[config.mk]
export PLATFORM = sky130hd
export DESIGN_NAME = tiadc_frame_aligner
export DESIGN_NICKNAME = d
export VERILOG_FILES = /design/src/rtl/tiadc_frame_aligner.sv
export SDC_FILE = /design/constraint.sdc
export NUM_CORES = 1
export LEC_CHECK = 0
export CORE_MARGIN = 3
export CORE_UTILIZATION = 57
export CTS_CLUSTER_DIAMETER = 120
export DETAILED_ROUTE_END_ITERATION = 12
export PLACE_DENSITY = 0.85
export SYNTH_ARGS = -nofsm -noshare
export SYNTH_HDL_FRONTEND = slang
export SYNTH_SLANG_ARGS = --single-unit
[constraint.sdc]
create_clock -name clk -period 4.1 [get_ports clk]
set_clock_uncertainty 0.05 [all_clocks]
set_input_delay 0.82 -clock clk [delete_from_list [all_inputs] [get_ports clk]]
set_output_delay 0.82 -clock clk [all_outputs]
set_load 0.02 [all_outputs]
[src/rtl/tiadc_frame_aligner.sv]
// Aligns per-way TI-SAR sub-ADC results into full interleave frames, with optional
// bit reversal / two's-complement conversion, and buffers them in a valid/ready FIFO.
module tiadc_frame_aligner #(
  parameter int ADC_WAYS   = 8,
  parameter int ADC_BITS   = 9,
  parameter int FIFO_DEPTH = 4,
  parameter int CNT_W      = 16
) (
  input  logic                         clk,
  input  logic                         rst,
  input  logic [ADC_WAYS*ADC_BITS-1:0] way_data,
  input  logic [ADC_WAYS-1:0]          way_strb,
  input  logic [ADC_WAYS-1:0]          way_mask,
  input  logic                         start,
  input  logic                         bit_rev,
  input  logic                         twos_comp,
  input  logic                         clr_err,
  output logic [ADC_WAYS*ADC_BITS-1:0] out_data,
  output logic                         out_valid,
  input  logic                         out_ready,
  output logic [CNT_W-1:0]             frame_cnt,
  output logic                         overflow,
  output logic                         err_order
);

  localparam int FW    = ADC_WAYS * ADC_BITS;
  localparam int WAY_W = $clog2(ADC_WAYS);
  localparam int PTR_W = $clog2(FIFO_DEPTH);
  localparam int OCC_W = PTR_W + 1;

  typedef enum logic [1:0] {IDLE, SYNC, COLLECT, PUSH} state_t;

  state_t             state;
  logic [WAY_W-1:0]   exp_way;
  logic [FW-1:0]      stage;
  logic [FW-1:0]      mem [FIFO_DEPTH];
  logic [PTR_W-1:0]   wr_ptr, rd_ptr;
  logic [OCC_W-1:0]   occ;

  // Returns {found, index} of the lowest enabled way at or above 'from'.
  function automatic logic [WAY_W:0] find_way(input logic [ADC_WAYS-1:0] m, input int from);
    logic [WAY_W:0] r;
    r = '0;
    for (int i = ADC_WAYS - 1; i >= 0; i--)
      if (i >= from && m[i]) r = {1'b1, WAY_W'(i)};
    return r;
  endfunction

  // Sub-ADC bit 0 is the MSB; after optional reversal the MSB sits at ADC_BITS-1.
  function automatic logic [ADC_BITS-1:0] xform(input logic [ADC_BITS-1:0] s,
                                                input logic rev, input logic tc);
    logic [ADC_BITS-1:0] r;
    for (int i = 0; i < ADC_BITS; i++) r[i] = rev ? s[ADC_BITS-1-i] : s[i];
    if (tc) begin
      if (rev) r[ADC_BITS-1] = ~r[ADC_BITS-1];
      else     r[0]          = ~r[0];
    end
    return r;
  endfunction

  logic [WAY_W:0]      first_way, next_way;
  logic [ADC_BITS-1:0] sample;
  logic [ADC_WAYS-1:0] exp_onehot;
  logic                fifo_full, push_ok, order_evt, ovf_evt, pop, load;
  logic [OCC_W-1:0]    mem_cnt;

  assign first_way  = find_way(way_mask, 0);
  assign next_way   = find_way(way_mask, int'(exp_way) + 1);
  assign sample     = xform(way_data[int'(exp_way)*ADC_BITS +: ADC_BITS], bit_rev, twos_comp);
  assign exp_onehot = ADC_WAYS'(1) << exp_way;
  // Occupancy includes the output register; a same-cycle pop does not free space.
  assign fifo_full  = (occ == OCC_W'(FIFO_DEPTH));
  assign push_ok    = start && (state == PUSH) && !fifo_full;
  assign ovf_evt    = start && (state == PUSH) && fifo_full;
  assign order_evt  = start && (state == COLLECT) && (way_strb != '0) && (way_strb != exp_onehot);
  assign pop        = out_valid && out_ready;
  assign mem_cnt    = occ - OCC_W'(out_valid);
  assign load       = (mem_cnt != '0) && (!out_valid || pop);

  always_ff @(posedge clk) begin
    if (rst) begin
      state     <= IDLE;
      exp_way   <= '0;
      stage     <= '0;
      frame_cnt <= '0;
      overflow  <= 1'b0;
      err_order <= 1'b0;
    end else begin
      // A new error event wins over a simultaneous clear.
      if (order_evt)    err_order <= 1'b1;
      else if (clr_err) err_order <= 1'b0;
      if (ovf_evt)      overflow  <= 1'b1;
      else if (clr_err) overflow  <= 1'b0;

      if (!start) begin
        state <= IDLE;
      end else begin
        unique case (state)
          IDLE: if (first_way[WAY_W]) begin
            state   <= SYNC;
            exp_way <= first_way[WAY_W-1:0];
          end
          SYNC: if (way_strb[exp_way]) begin
            stage <= '0;
            stage[int'(exp_way)*ADC_BITS +: ADC_BITS] <= sample;
            if (next_way[WAY_W]) begin
              state   <= COLLECT;
              exp_way <= next_way[WAY_W-1:0];
            end else begin
              state <= PUSH;
            end
          end
          COLLECT: if (way_strb == exp_onehot) begin
            stage[int'(exp_way)*ADC_BITS +: ADC_BITS] <= sample;
            if (next_way[WAY_W]) exp_way <= next_way[WAY_W-1:0];
            else                 state   <= PUSH;
          end else if (way_strb != '0) begin
            state   <= SYNC;
            exp_way <= first_way[WAY_W-1:0];
          end
          PUSH: begin
            state   <= SYNC;
            exp_way <= first_way[WAY_W-1:0];
            if (push_ok) frame_cnt <= frame_cnt + 1'b1;
          end
          default: state <= IDLE;
        endcase
      end
    end
  end

  // NOTE: the frame storage has no reset; occupancy and pointers alone decide what is readable.
  always_ff @(posedge clk) begin
    if (push_ok) mem[wr_ptr] <= stage;
  end

  always_ff @(posedge clk) begin
    if (rst) begin
      wr_ptr    <= '0;
      rd_ptr    <= '0;
      occ       <= '0;
      out_valid <= 1'b0;
      out_data  <= '0;
    end else begin
      if (push_ok) wr_ptr <= wr_ptr + 1'b1;
      occ <= occ + OCC_W'(push_ok) - OCC_W'(pop);
      if (load) begin
        out_data  <= mem[rd_ptr];
        rd_ptr    <= rd_ptr + 1'b1;
        out_valid <= 1'b1;
      end else if (pop) begin
        out_valid <= 1'b0;
      end
    end
  end

endmodule

Word-level counts from Yosys, hierarchy flattened --
Memory sizes are Yosys's and may differ from the RTL's. A register that Yosys moved wholly into a read port is not among the register bits. Index checks and enable logic that the tools add are counted.
Storage, ports and cells: input bits 95, logic and storage cells 133, memory bits (read-only) 0, RAM bits 288, register bits 103, memories kept 1, bits in latches 0, output and inout bits 91
Operators by class: eq/ne operators 11, order comparisons 9, add/sub/neg operators 8, mux-type cells 54, shift-type cells 4, reductions and logical operators 31, multiply operators 1, bitwise operators 4, divide/modulo/power cells 0
Memories:
- mem | words 4, width 72, read ports 1, clocked after memory_dff 1, write ports 1, RTL line 36 | logic [FW-1:0] mem [FIFO_DEPTH];
Operators with widths (number):
- 72-bit 2-to-1 mux | 2
- 72-bit case mux with 2 select lines | 1
- 72-bit bitwise AND | 1
- 72-bit bitwise mux | 1
- 9-bit by 33-bit variable shift with 72-bit output (first input constant) | 1
- 72-bit by 32-bit variable part select with 9-bit output | 1
- 9-bit by 33-bit variable part select with 72-bit output | 1
- 4-bit 2-to-1 mux | 16
- 7-bit negation with 33-bit output | 1
- 1-bit 2-to-1 mux | 21
- 16-bit by 1-bit adder with 16-bit output (second input constant) | 1
- 3-bit by 4-bit >= comparator with 1-bit output (first input constant) | 4
- 1-bit logical AND | 16
- 3-bit 2-to-1 mux | 5
- 3-bit case mux with 4 select lines | 1
- 4-bit AND reduction | 3
- 2-bit 2-to-1 mux | 5
- 8-bit == test | 1
- 1-bit by 4-bit >= comparator with 1-bit output (first input constant) | 2
- 2-bit by 4-bit >= comparator with 1-bit output (first input constant) | 2
- 8-bit != test | 1
- 2-bit case mux with 4 select lines | 1
- 2-bit nonzero test | 4
- 8-bit nonzero test | 1
- other kinds (22) | 29

Longest topological paths before layout --
depth in word-level cells 14, gate-level depth with buffers 14, depth with buffers taken out 12

Least setup slack after synthesis --
OpenSTA, ideal clock, no wires.
kind input-to-reg, start point in start, end point mem mem[0][0] in the netlist's numbering (enable), buffers on the path 2, stages 4, arrival time 3119 ps, setup slack 493 ps, library setup time 438 ps, data required time 3612 ps, cell sequence clkbuf_1 and2_1 clkbuf_1 and3_1
On the way: longest elaborated chain between the ends 4
RTL lines:
- start, declared | RTL line 14 | input logic start,
- 1-bit logical AND (2 in a row) | RTL line 73 | assign push_ok = start && (state == PUSH) && !fifo_full;
- 1-bit 2-to-1 mux | RTL line 134 | if (push_ok) mem[wr_ptr] <= stage;
- 1-bit 2-to-1 mux (not written as such) | RTL line 134
- end, declared | RTL line 36
No other way between the ends.

Worst setup path after layout --
start point reg exp_way[0], end point reg stage[5]
On the way: longest elaborated chain between the ends 10, elaborated cells between the ends (all ways) 31, classes of those cells 1 x add/sub; 1 x mul; 3 x eq/ne; 4 x shift; 18 x mux; 3 x bitwise; 1 x reduce/logical
RTL lines:
- start, declared | RTL line 34 | logic [WAY_W-1:0] exp_way;
- start signal, assigned | RTL line 101 | exp_way <= first_way[WAY_W-1:0];
- start signal, assigned | RTL line 108 | exp_way <= next_way[WAY_W-1:0];
- start signal, assigned | RTL line 115 | if (next_way[WAY_W]) exp_way <= next_way[WAY_W-1:0];
- 3-bit by 4-bit multiplier with 7-bit output | RTL line 69, 105, 114
- 72-bit by 32-bit variable part select with 9-bit output | RTL line 69 | assign sample = xform(way_data[int'(exp_way)*ADC_BITS +: ADC_BITS], bit_rev, twos_comp);
- 1-bit 2-to-1 mux | RTL line 53 | for (int i = 0; i < ADC_BITS; i++) r[i] = rev ? s[ADC_BITS-1-i] : s[i];
- 1-bit inverter, on equally long branches | RTL line 56, 55
- 1-bit 2-to-1 mux | RTL line 55 | if (rev) r[ADC_BITS-1] = ~r[ADC_BITS-1];
- 1-bit 2-to-1 mux | RTL line 54 | if (tc) begin
- 9-bit by 33-bit variable part select with 72-bit output | RTL line 105, 114
- 72-bit bitwise mux / 72-bit bitwise AND (equally long branches)
- 72-bit 2-to-1 mux, on equally long branches | RTL line 113, 103
- 72-bit case mux with 2 select lines | RTL line 98 | unique case (state)
- end signal, assigned by index | RTL line 105 | stage[int'(exp_way)*ADC_BITS +: ADC_BITS] <= sample;
- end signal, assigned by index | RTL line 114 | stage[int'(exp_way)*ADC_BITS +: ADC_BITS] <= sample;
- end, declared | RTL line 35 | logic [FW-1:0] stage;
Several ways; a longest one is shown, not always the timed one. The select of a mux whose other input is x is not followed. A chain may end at the register's enable or synchronous reset.

==> results.md <==
Cells and area:
- Compared with the post-synthesis result, the final layout area differs by 20.9%.
- The net total in the final layout is 1619.
- 0 antenna diodes ended up in the layout.
- In the final layout, the multi-input gates occupy 5860 µm².
- The number of non-filler instances in the completed layout is 1937.
- The post-layout instance area is 22200 µm².
- The combined flip-flop and latch cell area is 12200 µm².
- Leaving out fill and tap cells, the most frequent cells in the layout are 288 x sky130_fd_sc_hd__edfxtp_1, 194 x sky130_fd_sc_hd__nand2_1, 184 x sky130_fd_sc_hd__clkdlybuf4s50_1, 173 x sky130_fd_sc_hd__dfxtp_1, 112 x sky130_fd_sc_hd__a21oi_1.
- Counting the fill cells in the layout gives 1894.
- In the final layout, the share of cells above drive strength 1 is 0.139.
- The most common cell after layout, fill and taps aside is sky130_fd_sc_hd__edfxtp_1.

Placed design:
- Before CTS, the worst setup slack after placement is 662 ps.
- Input and output buffers added on the ports amount to 185.
- Once placement finished, the instance area stood at 20700 µm².
- Routability-driven placement finished with a final weighted congestion of 0.877.
- The number of placed cells counting well taps is 1859.
- Once detailed placement completed, the half-perimeter wirelength came to 25.4 mm.

CTS:
- The total of cells resized after clock tree synthesis is 0.
- The master cell of the clock root buffer is sky130_fd_sc_hd__clkbuf_16.
- The hold-fix buffer count after cts is 0.
- TritonCTS built the clock tree.
- The number of sinks driven by the clock tree is 463.
- The worst-skew pair later-pin latency is 540 ps.
- The number of H-tree levels is 2.
- After clock tree synthesis, the clock-pin slew on the worst setup and hold paths is 60 ps.
- The total setup buffers inserted after CTS is 0.
- Counting along the longest clock path gives a buffer depth of 3.
- The number of buffers created by CTS is 42.

Yosys:
- After synthesis, the mean cell area works out to 14.0 µm².
- Counting flops and latches in the post-synthesis netlist gives 463.
- Synthesis handed over a netlist of 1315 instances.
- The part of the Yosys area used for sequential elements is 0.662.
- The distinct cell type count of the synthesized netlist is 56.
- The mapped netlist covers 18400 µm².
- The number of nets produced by synthesis is 1433.
- The fraction of registers with async set or reset after synthesis is 0.
- Yosys mapped a number of flops with a built-in enable equal to 288.
- In the synthesized netlist the dominant register cell turns out to be sky130_fd_sc_hd__edfxtp_1.
- Yosys printed 0 warnings.

Die:
- The number of rows in the core area is 65.
- The number of top-level pins is 186.
- For this configuration, the core starts out at a cell density of 0.580.
- The placeable core region is 31600 µm².
- The full die area is 34400 µm².
- In this run the horizontal extent of the chip is 185 µm.
- From bottom edge to top edge, the die measures 185 µm.

Power and ir drop:
- Of the total power, combinational logic draws 0.260.
- In this run the static leakage power is 7.67 nW.
- The fraction of power spent switching nets is 0.295.
- The internal power of the cells is 9.12 mW.
- IR analysis of the VDD net gives a maximum drop of 0.322 mV.
- Power spread over the standard cell area amounts to 584 nW/µm².
- Of the total power, registers draw 0.431.
- The share of total power dissipated in the clock network is 0.309.
- Summed over all nets, the switching power comes to 3.82 mW.

Timing:
- For the finished layout, the period the worst path requires is 3320 ps.
- The final setup slack of the worst path is 782 ps.
- The final max-slew violation count is 0.
- Setup repair after global routing left no endpoint under its margin.
- The highest clock rate is 301 MHz.
- The setup TNS is 0 ps.
- The final count of negative-setup-slack endpoints is 0.
- Dividing the final minimum period by the clock period gives 0.809.
- At the pin with the least slew margin, the transition time is 1160 ps.
- The count of final hold-check violations is 0.
- The worst pin sits at a relative slew slack of 0.229.

Drt:
- The routed length per placed instance is 21.4 µm.
- The routed layout has 11.7k vias.
- In this run, the number of DRC markers left after iteration 0 of detailed routing was 988.
- The total detailed-routing wirelength is 41.5 mm.
- The total DRC errors in the routed layout is 0.
- In this run the remaining antenna-violating nets after routing total 0.
- The length of the first detailed-routing pass in iterations is 7.
- Dividing the detail-routed via count by the number of cells gives 6.07.

Worst hold path:
- The tightest min-delay check is of the flop to flop type.
- The start point of the worst hold path is out_data[1].

Critical path:
- The signal on the critical path passes through inv_1 -> ha_1 -> ha_1 -> xnor2_1 -> o2111ai_1 -> buf_4 -> o41ai_4 -> buf_4 -> nand4_2 -> or2_0 -> a21oi_1.
- The data required time at the worst endpoint is 4490 ps.
- The worst setup path category is flop to flop.
- STA puts the critical path data arrival time at 3700 ps.
- Along the worst path, the maximum fanout reaches 19.
- For this run, the slowest stage of the critical path takes 550 ps.
- The most critical setup path has its startpoint at exp_way[0].
- STA classifies the critical path endpoint as a flop.
- The highest-delay cell along the critical path is sky130_fd_sc_hd__dfxtp_1.
- The startpoint identified for the worst register-to-register timing path is exp_way[0].
- The nature of the critical path startpoint is a flop.

GRT:
- Entering global routing, the biggest net connects 106 pins.
- The via count of the first global-routing pass was 12.1k.
- The total global routing overflow is 0.
- The number of antenna violations at the first check in global routing is 0.
- The first-pass GRT wire length is 65.3 mm.
- The total routing usage reported by global routing is 0.245.

Status:
- The flow ran to the end, and the final reports show no timing, DRC or antenna violations.

Run:
- Across the run, the number of max-cap violations was 0.
==> cell usage after synthesis, drive strengths merged, types with 12 or more instances <==
cell type	number	area, µm²
nand2	194	728
a2bb2oi	39	342
edfxtp	288	8650
nor2	87	327
a22oi	13	97.6
clkbuf	53	199
or2	12	75.1
xnor2	13	121
nand3	23	115
ha	22	275
a21oi	113	569
mux4	92	2070
nand2b	14	87.6
buf	20	86.3
xor2	12	105
dfxtp	175	3500
nand4	15	100
o21ai	22	110
inv	19	71.3
==> path summary, 6_finish.rpt <==
kind                                     to  slack (ps)  cells after the start
worst max register to register     stage[5]         780                     11
worst min-delay path            out_data[1]         400                      2
worst min register to register  out_data[1]         400                      2
worst max-delay path               stage[5]         780                     11
==> cell families after synthesis <==
group,count (synthesis),synth area share
flip-flops,463,0.662
AO/OA/AOI/OAI,208,0.0717
multiplexers,103,0.119
adder cells (fa/ha/maj),23,0.0161
buffers and inverters,92,0.0194
XOR/XNOR,25,0.0123
AND/OR/NAND/NOR,401,0.0993
==> registers in the layout (all words and copies together), names as in the netlist, 2 cells and up <==
signal / count
state: 2
exp_way: 3
stage: 72
wr_ptr: 2
frame_cnt: 16
out_data: 72
mem: 288
rd_ptr: 2
occ: 3
==> metal layers <==
layer / vias to the layer above / track usage / wire, µm
li1: 5298 / - / -
met1: 5744 / 0.315 / 15900
met2: 591 / 0.417 / 20800
met3: 115 / 0.0395 / 3140
met4: 0 / 0.102 / 1670
met5: - / 0 / 0
==> area by class of cell <==
cell class	count	area share
flip-flops and latches	463	0.548
clock buffers	51	0.0536
repair buffers	215	0.0969
clock inverters	27	0.0115
multi-input cells	760	0.264
inverters	19	0.00322
well taps	402	0.0227
==> through the flow <==
stage / util / hold slack (ps) / power, mW
2_1_floorplan: - / 402 / 7.70
3_3_place_gp: 0.656 / 392 / 8.97
3_5_place_dp: 0.656 / 396 / 9.05
4_1_cts: 0.701 / 405 / 13.0
5_1_grt: 0.701 / 422 / 13.5
6_report: 0.701 / 402 / 12.9
==> critical path: cells and delay by family, from the launching register on <==
kind | cells | cell delay (ps)
DFF | 1 | 550
and+or+nand+nor | 2 | 770
adders and majority gates | 2 | 490
xor gates and xnor gates | 1 | 150
buffers and inverters | 3 | 730
AOI/OAI and AO/OA | 3 | 480
==> power by group through the flow <==
stage / sequential [mW] / clock [mW] / combinational (mW)
floorplan: 5.87 / 0 / 1.83
global placement: 5.67 / 0 / 3.30
detailed placement: 5.68 / 0 / 3.37
CTS: 5.59 / 4.05 / 3.40
global route: 5.64 / 4.22 / 3.65
finish: 5.58 / 4.01 / 3.37
No activity file was read; power rests on OpenSTA's default activity.
